## src/rtl/dispense_pkg.sv

```systemverilog
// Shared types and widths for the dose dispense scheduler.
package dispense_pkg;

  localparam int HOUR_W = 5;
  localparam int MIN_W  = 6;
  localparam int SEC_W  = 6;

  typedef enum logic [1:0] {IDLE, PULSE, GAP} state_t;

  // Width of a down-counter that can hold the larger of the two durations.
  function automatic int clog2_max(input int a, input int b);
    int m;
    m = (a > b) ? a : b;
    return (m < 1) ? 1 : $clog2(m + 1);
  endfunction

endpackage

```

## src/rtl/dispense_arbiter.sv

```systemverilog
// Combinational grant picker: one-hot grant over the pending channels.
// DISPENSE_ROUND_ROBIN_EN selects rotating priority; otherwise lowest index wins.
module dispense_arbiter #(
  parameter int NUM_CH = 4,
  parameter int PTR_W  = 2
) (
  input  logic [NUM_CH-1:0] pending,
  input  logic [PTR_W-1:0]  last_grant,
  output logic [NUM_CH-1:0] grant,
  output logic              valid
);

  assign valid = |pending;

`ifdef DISPENSE_ROUND_ROBIN_EN
  int               idx_int;
  logic [PTR_W-1:0] idx;
  logic             found;

  // Search begins one past the previous winner and wraps around.
  always_comb begin
    grant   = '0;
    found   = 1'b0;
    idx_int = 0;
    idx     = '0;
    for (int i = 1; i <= NUM_CH; i++) begin
      idx_int = (int'(last_grant) + i) % NUM_CH;
      idx     = idx_int[PTR_W-1:0];
      if (!found && pending[idx]) begin
        grant[idx] = 1'b1;
        found      = 1'b1;
      end
    end
  end
`else
  logic unused_ptr;
  assign unused_ptr = ^last_grant;

  // Isolate the lowest set bit.
  assign grant = pending & (~pending + NUM_CH'(1));
`endif

endmodule

```

## src/rtl/dispense_scheduler.sv

```systemverilog
// Multi-slot dose scheduler: queues doses on time matches, pulses one motor at a time.
// Optional DISPENSE_ROUND_ROBIN_EN switches the grant policy to round-robin.
module dispense_scheduler
  import dispense_pkg::*;
#(
  parameter int NUM_CH       = 4,
  parameter int NUM_SLOTS    = 3,
  parameter int PULSE_CYCLES = 50000000,
  parameter int GAP_CYCLES   = 5000000
) (
  input  logic                        clock,
  input  logic                        reset,
  input  logic                        sec_pulse,
  input  logic [HOUR_W-1:0]           hours,
  input  logic [MIN_W-1:0]            minutes,
  input  logic [SEC_W-1:0]            seconds,
  input  logic [NUM_SLOTS*HOUR_W-1:0] slot_hour,
  input  logic [NUM_SLOTS*MIN_W-1:0]  slot_min,
  input  logic [NUM_CH*NUM_SLOTS-1:0] ch_mask,
  input  logic [NUM_CH-1:0]           manual_req,
  output logic [NUM_CH-1:0]           motor,
  output logic [NUM_CH-1:0]           pending,
  output logic [NUM_CH-1:0]           overflow,
  output logic                        busy
);

  localparam int TMR_W = clog2_max(PULSE_CYCLES, GAP_CYCLES);
  localparam int PTR_W = (NUM_CH > 1) ? $clog2(NUM_CH) : 1;
  localparam logic [TMR_W-1:0] PULSE_LOAD = TMR_W'(PULSE_CYCLES - 1);
  localparam logic [TMR_W-1:0] GAP_LOAD   = TMR_W'((GAP_CYCLES > 0) ? GAP_CYCLES - 1 : 0);

  state_t             state;
  logic [TMR_W-1:0]   timer;
  logic [NUM_SLOTS-1:0] match;
  logic [NUM_CH-1:0]  req;
  logic [NUM_CH-1:0]  grant;
  logic [NUM_CH-1:0]  grant_clr;
  logic               grant_valid;
  logic [PTR_W-1:0]   last_grant;

  // Out-of-range slot times are rejected so a bad setting can never fire.
  always_comb begin
    match = '0;
    for (int s = 0; s < NUM_SLOTS; s++) begin
      match[s] = sec_pulse && (seconds == '0)
              && (hours == slot_hour[s*HOUR_W +: HOUR_W])
              && (minutes == slot_min[s*MIN_W +: MIN_W])
              && (slot_hour[s*HOUR_W +: HOUR_W] <= HOUR_W'(23))
              && (slot_min[s*MIN_W +: MIN_W] <= MIN_W'(59));
    end
  end

  always_comb begin
    req = manual_req;
    for (int c = 0; c < NUM_CH; c++) begin
      for (int s = 0; s < NUM_SLOTS; s++) begin
        if (match[s] && ch_mask[c*NUM_SLOTS + s]) req[c] = 1'b1;
      end
    end
  end

  dispense_arbiter #(
    .NUM_CH (NUM_CH),
    .PTR_W  (PTR_W)
  ) u_arbiter (
    .pending    (pending),
    .last_grant (last_grant),
    .grant      (grant),
    .valid      (grant_valid)
  );

  assign grant_clr = (state == IDLE) ? grant : '0;
  assign busy      = (state != IDLE);

`ifdef DISPENSE_ROUND_ROBIN_EN
  logic [PTR_W-1:0] grant_idx;

  always_comb begin
    grant_idx = '0;
    for (int c = 0; c < NUM_CH; c++) begin
      if (grant[c]) grant_idx = PTR_W'(c);
    end
  end

  always_ff @(posedge clock) begin
    if (!reset) begin
      last_grant <= PTR_W'(NUM_CH - 1);
    end else if (state == IDLE && grant_valid) begin
      last_grant <= grant_idx;
    end
  end
`else
  assign last_grant = PTR_W'(NUM_CH - 1);
`endif

  // A new request wins over a same-edge grant clear so the dose is re-queued.
  always_ff @(posedge clock) begin
    if (!reset) begin
      state    <= IDLE;
      timer    <= '0;
      motor    <= '0;
      pending  <= '0;
      overflow <= '0;
    end else begin
      pending  <= (pending & ~grant_clr) | req;
      overflow <= overflow | (req & pending);
      case (state)
        IDLE: begin
          if (grant_valid) begin
            motor <= grant;
            timer <= PULSE_LOAD;
            state <= PULSE;
          end
        end
        PULSE: begin
          if (timer == '0) begin
            motor <= '0;
            if (GAP_CYCLES == 0) begin
              state <= IDLE;
            end else begin
              timer <= GAP_LOAD;
              state <= GAP;
            end
          end else begin
            timer <= timer - TMR_W'(1);
          end
        end
        GAP: begin
          if (timer == '0) state <= IDLE;
          else             timer <= timer - TMR_W'(1);
        end
        default: state <= IDLE;
      endcase
    end
  end

endmodule

```

## config.mk

```make
export PLATFORM = sky130hd
export DESIGN_NAME = dispense_scheduler
export DESIGN_NICKNAME = d
export VERILOG_FILES = /design/src/rtl/dispense_pkg.sv /design/src/rtl/dispense_arbiter.sv /design/src/rtl/dispense_scheduler.sv
export SDC_FILE = /design/constraint.sdc
export NUM_CORES = 1
export LEC_CHECK = 0
export ABC_AREA = 1
export BUFFER_PORTS_ARGS = -buffer_cell sky130_fd_sc_hd__buf_2
export CAP_MARGIN = 20
export CORE_MARGIN = 1.5
export CORE_UTILIZATION = 25
export DETAILED_ROUTE_END_ITERATION = 10
export GPL_TIMING_DRIVEN = 1
export PLACE_DENSITY = 0.53
export SLEW_MARGIN = 15
export SYNTH_ARGS = -nofsm -noshare
export SYNTH_HDL_FRONTEND = slang
export SYNTH_SLANG_ARGS = --single-unit
```

## constraint.sdc

```tcl
create_clock -name clock -period 3 [get_ports clock]
set_clock_uncertainty 0.05 [all_clocks]
set_input_delay 0.6 -clock clock [delete_from_list [all_inputs] [get_ports clock]]
set_output_delay 0.6 -clock clock [all_outputs]
set_load 0.01 [all_outputs]
```

**Word level (Yosys, flattened, before mapping)**

Cells that the tools add are included.

- Flip-flop bits (word level): 40
- Logic and storage cells: 91

- Add/sub/neg operators: 2
- $lt $le $gt $ge: 6
- Equal/unequal tests: 12
- Muxes and demuxes: 24
- Bitwise operators: 7
- Reductions and logical operators: 35

Operator list:

| operator | count |
|---|---|
| 26-bit two-way mux | 3 |
| 26-bit one-hot mux with 3 select lines | 1 |
| 26-bit zero test | 1 |
| 26-bit by 1-bit subtractor with 26-bit output (second input constant) | 1 |
| 1-bit logical AND | 25 |
| 6-bit equality test | 3 |
| 6-bit less-or-equal comparator (second input constant) | 3 |
| 5-bit equality test | 3 |
| 5-bit less-or-equal comparator (second input constant) | 3 |
| 4-bit AND | 3 |
| 1-bit two-way mux | 12 |
| 4-bit two-way mux | 3 |
| 3-bit AND reduction | 3 |
| 2-bit inequality test (second input constant) | 4 |
| 4-bit NOT | 2 |
| 4-bit bitwise OR | 2 |
| 4-bit one-hot mux with 2 select lines | 1 |
| 6-bit zero test | 1 |
| 2-bit two-way mux | 3 |
| 2-bit one-hot mux with 3 select lines | 1 |
| 4-bit by 1-bit adder with 4-bit output (second input constant) | 1 |
| 2-bit nonzero test | 2 |
| 4-bit OR reduction | 1 |
| 3-bit nonzero test | 1 |
| 3 further kinds | 3 |

**Logic depth before layout (Yosys ltp)**

Gate-level depths: netlist (run 1).

- Depth after elaboration: 12
- Mapped depth: 12
- Depth with buffers taken out: 12

**Cells and area by module**

From an unflattened synthesis (run 1), not the netlist that was laid out.

- Cell total of the unflattened synthesis: 559
- Area, all modules: 3,140.5 um^2

By module, submodules not included:

| module | instances | cells each | area each (um^2) | seq. area each (um^2) |
|---|---|---|---|---|
| dispense_scheduler | 1 | 549 | 3,094.2 | 800.8 |
| dispense_arbiter | 1 | 10 | 46.3 | 0.0 |

**Worst setup path before layout (run 1)**

Ideal clock, no wire load.

- Path kind: register -> register
- Start point: register state[1]
- End point: register timer[22]
- Arrival: 1.587 ns
- Data required time: 2.884 ns
- Slack: 1.297 ns
- Stages on the path, launching flop included: 10
- Clock period less this slack: 1.703 ns
- Cells stage by stage: dfxtp_1 -> inv_1 -> ha_1 -> nor2_2 -> inv_2 -> nor2_4 -> nand3b_4 -> nor2_4 -> buf_6 -> a21oi_2

- Word-level cells in the longest chain between the ends: 3
- Elaborated cells on any way between the ends: 8
- Classes of those cells: 4 x eq/ne; 1 x mux; 3 x reduce/logical

Ends and longest elaborated chain:

| item | line | text |
|---|---|---|
| from (decl) | dispense_scheduler.sv:32 | `state_t state;` |
| from (signal assigned) | dispense_scheduler.sv:99 | `state <= IDLE;` |
| from (signal assigned) | dispense_scheduler.sv:112 | `state <= PULSE;` |
| from (signal assigned) | dispense_scheduler.sv:119 | `state <= IDLE;` |
| 2-bit equality test, or another cell as far along | dispense_scheduler.sv:107 | `case (state)` |
| 2-bit inequality test (no source line) / 3-bit nonzero test (equally long branches) | n/a |  |
| 3-bit AND reduction (no source line) | n/a |  |
| to (signal assigned) | dispense_scheduler.sv:125 | `timer <= timer - TMR_W'(1);` |
| to (signal assigned) | dispense_scheduler.sv:130 | `else timer <= timer - TMR_W'(1);` |
| to (decl) | dispense_scheduler.sv:33 | `logic [TMR_W-1:0] timer;` |

Several ways; a longest one is shown, not always the timed one.
A chain may end at the register's enable or synchronous reset.

**Final worst setup path (run 1)**

- Start point: register state[0]
- End point: register timer[14]

The elaborated chain is that of the path after synthesis.

==> run_results.csv, run 1 <==
group,metric,value,unit
status,status,"completed",
global_route,grt_max_degree,21,
clock_network,ctsRootBufferMaster,"clkbuf_16",
pwr,p_leak,2.04,nW
global_route,grt_pass1_vias,3356,
timing,tns,0,ns
final_layout,insertedDiodeCount,0,
floorplanning,io_pins,82,
routing,first_iter_violations,165,
clock_network,h-tree-depth,2,
global_route,antenna_found_initial,0,
timing,fin_crit_sh,70.9,%
timing,finalWorstSetupSlack,0.874,ns
place,dp_slack,0.876,ns
worst_setup_path,critPathKind,"reg2reg",
worst_setup_path,critPathTopFamily,"simple AND/OR/NAND/NOR gates",
clock_network,cts_hold_buf,0,
global_route,grt_pass1_wl,15000,um
floorplanning,die-area,13700,um^2
worst_setup_path,crit_path_start_kind,"register",
final_layout,fin_cells,803,
clock_network,clk_pin_slew,0.06,ns
flow_run,maxCapViolations,0,
worst_setup_path,path_buf_inv,1,
synth,synth_area,3250,um^2
global_route,grt_usage,13.6,%
floorplanning,rows,41,
synth,synth_flop_cell,"dfxtp_1",
synth,synth_nets,622,
floorplanning,die_h,117,um
timing,whs,0.406,ns
timing,rsz0062_at_grt,"false",
worst_setup_path,required,3.17,ns
worst_setup_path,crit_path_max_fanout,20,
clock_network,post_cts_buffers,0,
floorplanning,die_x,117,um
synth,ys_ff_latch,40,
final_layout,synthToLayoutAreaGrowth,23.3,%
synth,synth_cell_type_count,35,
worst_setup_path,worstPathArrival,2.29,ns
timing,hold_viol,0,
pwr,powerDensity,549,nW/um^2
worst_setup_path,crit_top_cell,"nor2_1",
synth,ys_seq_area_share,24.7,%
place,dp_hpwl,7380,um
routing,vias,3532,
clock_network,numCtsBuffers,5,
worst_setup_path,worstPathCellList,"inv_1, ha_1, nand3_1, nand2_2, nor2_4, nand2_1, nor2_1, nor2_1, nor2_1",
timing,slew_headroom,64.1,%
timing,maxSlewViolCount,0,
clock_network,clock_sinks,40,
place,io_buffers,81,
final_layout,multi_input_area,2090,um^2
routing,wire_per_inst,11.2,um
timing,max_freq,470,MHz
worst_hold_path,min_path_type,"reg2reg",
routing,ant_nets,0,
worst_setup_path,max_stage_delay,0.44,ns
floorplanning,core-area,12700,um^2
clock_network,clk_latency,0.28,ns
synth,syn_area_per_cell,5.93,um^2
global_route,grt-ovfl-total,0,
timing,worstMarginPinSlew,0.538,ns
synth,syn_inst,548,
worst_setup_path,slowest_stage,"nor2_4",
place,dp_cells,795,
final_layout,nets,704,
floorplanning,initial_core_util,25.6,%
clock_network,cts_tree,"built",
routing,drc,0,
final_layout,seq_area,801,um^2
routing,viasPerCell,4.40,
synth,async_flop_share,0,%
routing,routed_wl,8970,um
timing,timing.final.crit_period,2.13,ns
timing,setup_viol,0,
pwr,peakVddDrop,0.000249,V
synth,synth_edf_count,0,
synth,ys_warn_count,0,
final_layout,utilization,31.6,%
routing,drt_pass1_iterations,4,
place,gp_congestion,0.825,
final_layout,n_fill_cell,1457,
clock_network,cts_resized,0,
final_layout,post_route_cells_drive_above_1_share,22.3,%
worst_setup_path,cp-end-kind,"register",
clock_network,clk_path_buf_depth,2,
## final timing paths
kind                               start                     end  slack [ns]  cells past startpoint
setup / recovery   state[0]$_SDFFE_PN0P_  timer[14]$_SDFFE_PN0P_        0.87                      9
hold / removal    overflow[0]$_SDFF_PN0_  overflow[0]$_SDFF_PN0_        0.41                      2
setup reg to reg   state[0]$_SDFFE_PN0P_  timer[14]$_SDFFE_PN0P_        0.87                      9
hold reg to reg   overflow[0]$_SDFF_PN0_  overflow[0]$_SDFF_PN0_        0.41                      2
## worst register-to-register path, delay by kind of cell, from the launching register on
family                     cells  cell delay [ns]
buffers and inverters          1             0.08
adders and majority gates      1             0.30
and+or+nand+nor                7             1.31
DFF                            1             0.34
## sequential cells by signal, indices dropped and copies added (netlist names)
signal,count
motor,4
timer,26
state,2
pending,4
overflow,4
## cells by family (layout without fill, tap and decap cells)
kind of cell,after synthesis,in the layout,share of synthesized area [%]
AND/OR/NAND/NOR,322,322,44.1
flip-flops,40,40,24.7
buffers and inverters,87,170,11.1
XOR/XNOR,12,12,3.24
adder cells (fa/ha/maj),5,5,1.93
AO/OA/AOI/OAI,82,82,15.1
## stage by stage
step	area (um^2)	total power, W
after floorplan	3250	0.00135
after global placement	3820	0.00155
after detailed placement	3820	0.00156
after CTS	4010	0.00223
after global routing	4010	0.00237
final	4010	0.00220
## synth_stat cells (all sizes together) (2+ instances only)
cell type / count / area, um^2
ha: 5 / 62.6
clkbuf: 3 / 11.3
nor3: 6 / 41.3
o21ai: 36 / 188
inv: 78 / 293
xnor2: 6 / 52.6
nor2: 97 / 432
or2: 2 / 12.5
nand3: 38 / 215
nand2: 172 / 673
xor2: 6 / 52.6
buf: 5 / 50.0
a21oi: 40 / 257
nand4: 5 / 31.3
dfxtp: 40 / 801
## layout make-up
| class | instances | area share, % |
|---|---|---|
| multi-input cells | 421 | 52.1 |
| inverters | 79 | 7.44 |
| clock buffers | 7 | 3.81 |
| well taps | 172 | 5.37 |
| flip-flops and latches | 40 | 20.0 |
| clock inverters | 1 | 0.750 |
| repair buffers | 83 | 10.5 |
## where the power goes
group	internal, W	total [W]	switching, W
clock network	0.000438	0.000657	0.000219
logic	0.000303	0.000832	0.000529
registers	0.000617	0.000711	0.0000945
total	0.00136	0.00220	0.000843
## metal layers
layer  vias up  track usage, %  wire (um)
met5         -               0          0
met4         0            4.74        163
met3        11            2.32        417
met2        71            24.2       4280
met1      1569            16.6       4110
li1       1881               -          -
## cells in the final DEF (no fill, tap or decap), drive strengths merged, types with 7 or more instances in the layout
| cell | n |
|---|---|
| inv | 78 |
| dfxtp | 40 |
| nor2 | 97 |
| clkbuf | 7 |
| o21ai | 36 |
| nand3 | 38 |
| a21oi | 40 |
| buf | 83 |
| nand2 | 172 |
No activity file was read; power rests on OpenSTA's default activity.
==> inputs of run 2 (changes only) <==
PLACE_DENSITY = 0.54   (was 0.53)
clock period = 1.9 ns   (was 3 ns; I/O delays follow)
==> run 2 against run 1 <==
Effect of this change: critical path depth grew 1; combinational power grew 94%; critical endpoint is now timer[24]$_SDFFE_PN0P_; wire length rose by 4.7%; highest routed layer unchanged; setup slack lost 0.75 ns; final cell count increased by 4.6%.
==> run_results.csv, run 2 (synthesis gave the netlist of run 1 again) <==
group,metric,value,unit
status,status,"completed",
global_route,grt_max_degree,23,
flow_run,maxCapViolations,0,
floorplanning,die-area,13700,um^2
routing,first_iter_violations,129,
global_route,grt_pass1_wl,16200,um
clock_network,clock_sinks,40,
clock_network,clk_path_buf_depth,2,
global_route,grt_usage,14.9,%
routing,viasPerCell,4.25,
place,gp_congestion,0.832,
routing,drt_pass1_iterations,7,
timing,rsz0062_at_grt,"true",
worst_hold_path,min_from,"reset",
pwr,powerDensity,826,nW/um^2
routing,ant_nets,0,
final_layout,nets,741,
final_layout,largest_reg_flops,26,
final_layout,n_fill_cell,1450,
floorplanning,initial_core_util,25.6,%
worst_setup_path,rr_endpoint,"timer[24]$_SDFFE_PN0P_",
timing,max_freq,563,MHz
worst_hold_path,min_path_type,"in2reg",
worst_setup_path,critPathKind,"reg2reg",
final_layout,top_register,"timer",
timing,hold_viol,0,
clock_network,numCtsBuffers,5,
timing,maxSlewViolCount,0,
final_layout,post_route_cells_drive_above_1_share,27.5,%
final_layout,postLayoutCellArea,4310,um^2
floorplanning,die_h,117,um
floorplanning,rows,41,
floorplanning,core-area,12700,um^2
timing,timing.final.crit_period,1.78,ns
place,io_buffers,81,
global_route,grt-ovfl-total,0,
routing,wire_per_inst,11.2,um
worst_setup_path,reg2reg_from,"timer[2]$_SDFFE_PN0P_",
final_layout,insertedDiodeCount,0,
pwr,p_leak,2.22,nW
final_layout,synthToLayoutAreaGrowth,32.8,%
pwr,peakVddDrop,0.000304,V
worst_setup_path,cp-end-kind,"register",
timing,setup_viol,0,
global_route,grt_pass1_vias,3604,
timing,slew_headroom,66.9,%
clock_network,cts_tree,"built",
worst_setup_path,crit_path_max_fanout,5,
floorplanning,io_pins,82,
routing,drc,0,
final_layout,final_common_cell,"nand2_1",
worst_hold_path,min_to,"timer[24]$_SDFFE_PN0P_",
clock_network,clk_pin_slew,0.06,ns
worst_setup_path,worst-r2r-cell-count,10,
clock_network,ctsRootBufferMaster,"clkbuf_16",
timing,finalWorstSetupSlack,0.122,ns
clock_network,h-tree-depth,2,
worst_setup_path,crit_path_start_kind,"register",
global_route,antenna_found_initial,0,
place,dp_slack,-0.0807,ns
clock_network,cts_hold_buf,0,
timing,worstMarginPinSlew,0.496,ns
routing,routed_wl,9390,um
timing,fin_crit_sh,93.6,%
place,post_dp_cell_area,4100,um^2
clock_network,clk_latency,0.28,ns
worst_hold_path,min_delay_path_depth,3,
worst_setup_path,worstPathArrival,1.90,ns
routing,vias,3569,
final_layout,utilization,34.0,%
floorplanning,die_x,117,um
final_layout,layout_common_cells,"nand2_1, buf_2, nor2_1",
worst_setup_path,r2r_setup_slack,0.12,ns
place,dp_hpwl,7550,um
worst_setup_path,required,2.02,ns
[run 2: through the flow]
stage,setup TNS (ns),cells,power [W],hold WS [ns]
3_3_place_gp,-0.124,828,0.00265,0.391
2_1_floorplan,0,548,0.00213,0.406
6_report,0,840,0.00356,0.384
4_1_cts,0,837,0.00354,0.373
3_5_place_dp,-0.320,828,0.00264,0.393
5_1_grt,-0.0385,840,0.00385,0.383
[run 2: how the worst max path moves through the flow]
stage	slack, ns	start	endpoint	depth (start not counted)
floorplan	0.20	state[1]$_SDFFE_PN0P_	timer[22]$_SDFFE_PN0P_	9
global placement	-0.04	timer[0]$_SDFFE_PN0P_	timer[16]$_SDFFE_PN0P_	10
detailed placement	-0.08	timer[1]$_SDFFE_PN0P_	timer[16]$_SDFFE_PN0P_	10
CTS	0.002	timer[1]$_SDFFE_PN0P_	timer[22]$_SDFFE_PN0P_	9
global route	-0.02	timer[14]$_SDFFE_PN0P_	timer[25]$_SDFFE_PN0P_	9
finish	0.12	timer[2]$_SDFFE_PN0P_	timer[24]$_SDFFE_PN0P_	10
[run 2: where the power goes]
part	switching, W	internal, W
Combinational	0.000949	0.000661
Sequential	0.000110	0.000974
Clock	0.000348	0.000518
Total	0.00141	0.00215
[run 2: critical path, cell delays in order (launching register included)]
cell	delay [ns]
dfxtp_1	0.36
nor2_4	0.15
nand3_1	0.12
nor3_4	0.25
buf_6	0.14
nand2_1	0.06
nand2_2	0.09
nand2_1	0.09
buf_4	0.16
a31oi_1	0.14
nor2_1	0.06
[run 2: layer usage]
layer,vias to the layer above,routed length [um],GRT usage [%]
li1,1958,-,-
met1,1525,4390,18.5
met2,70,4380,26.0
met3,16,431,2.27
met4,0,197,5.54
met5,-,0,0
[run 2: layout make-up]
class                      instances  area, um^2  area share [%]
inverter                          79         298            6.90
multi-input combinational        422        2130            49.4
tap                              172         215            4.99
timing repair buffer             119         719            16.7
clock buffer                       6         139            3.22
sequential                        40         801            18.6
clock inverter                     2        10.0           0.232
[run 2: timing repair]
action | 4_1_cts | 5_1_grt
pin swaps | 1 | 2
cloned | 1 | 0
buffers inserted | 0 | 3
endpoints found under the setup margin | 5 | 19
resized for setup | 0 | 12
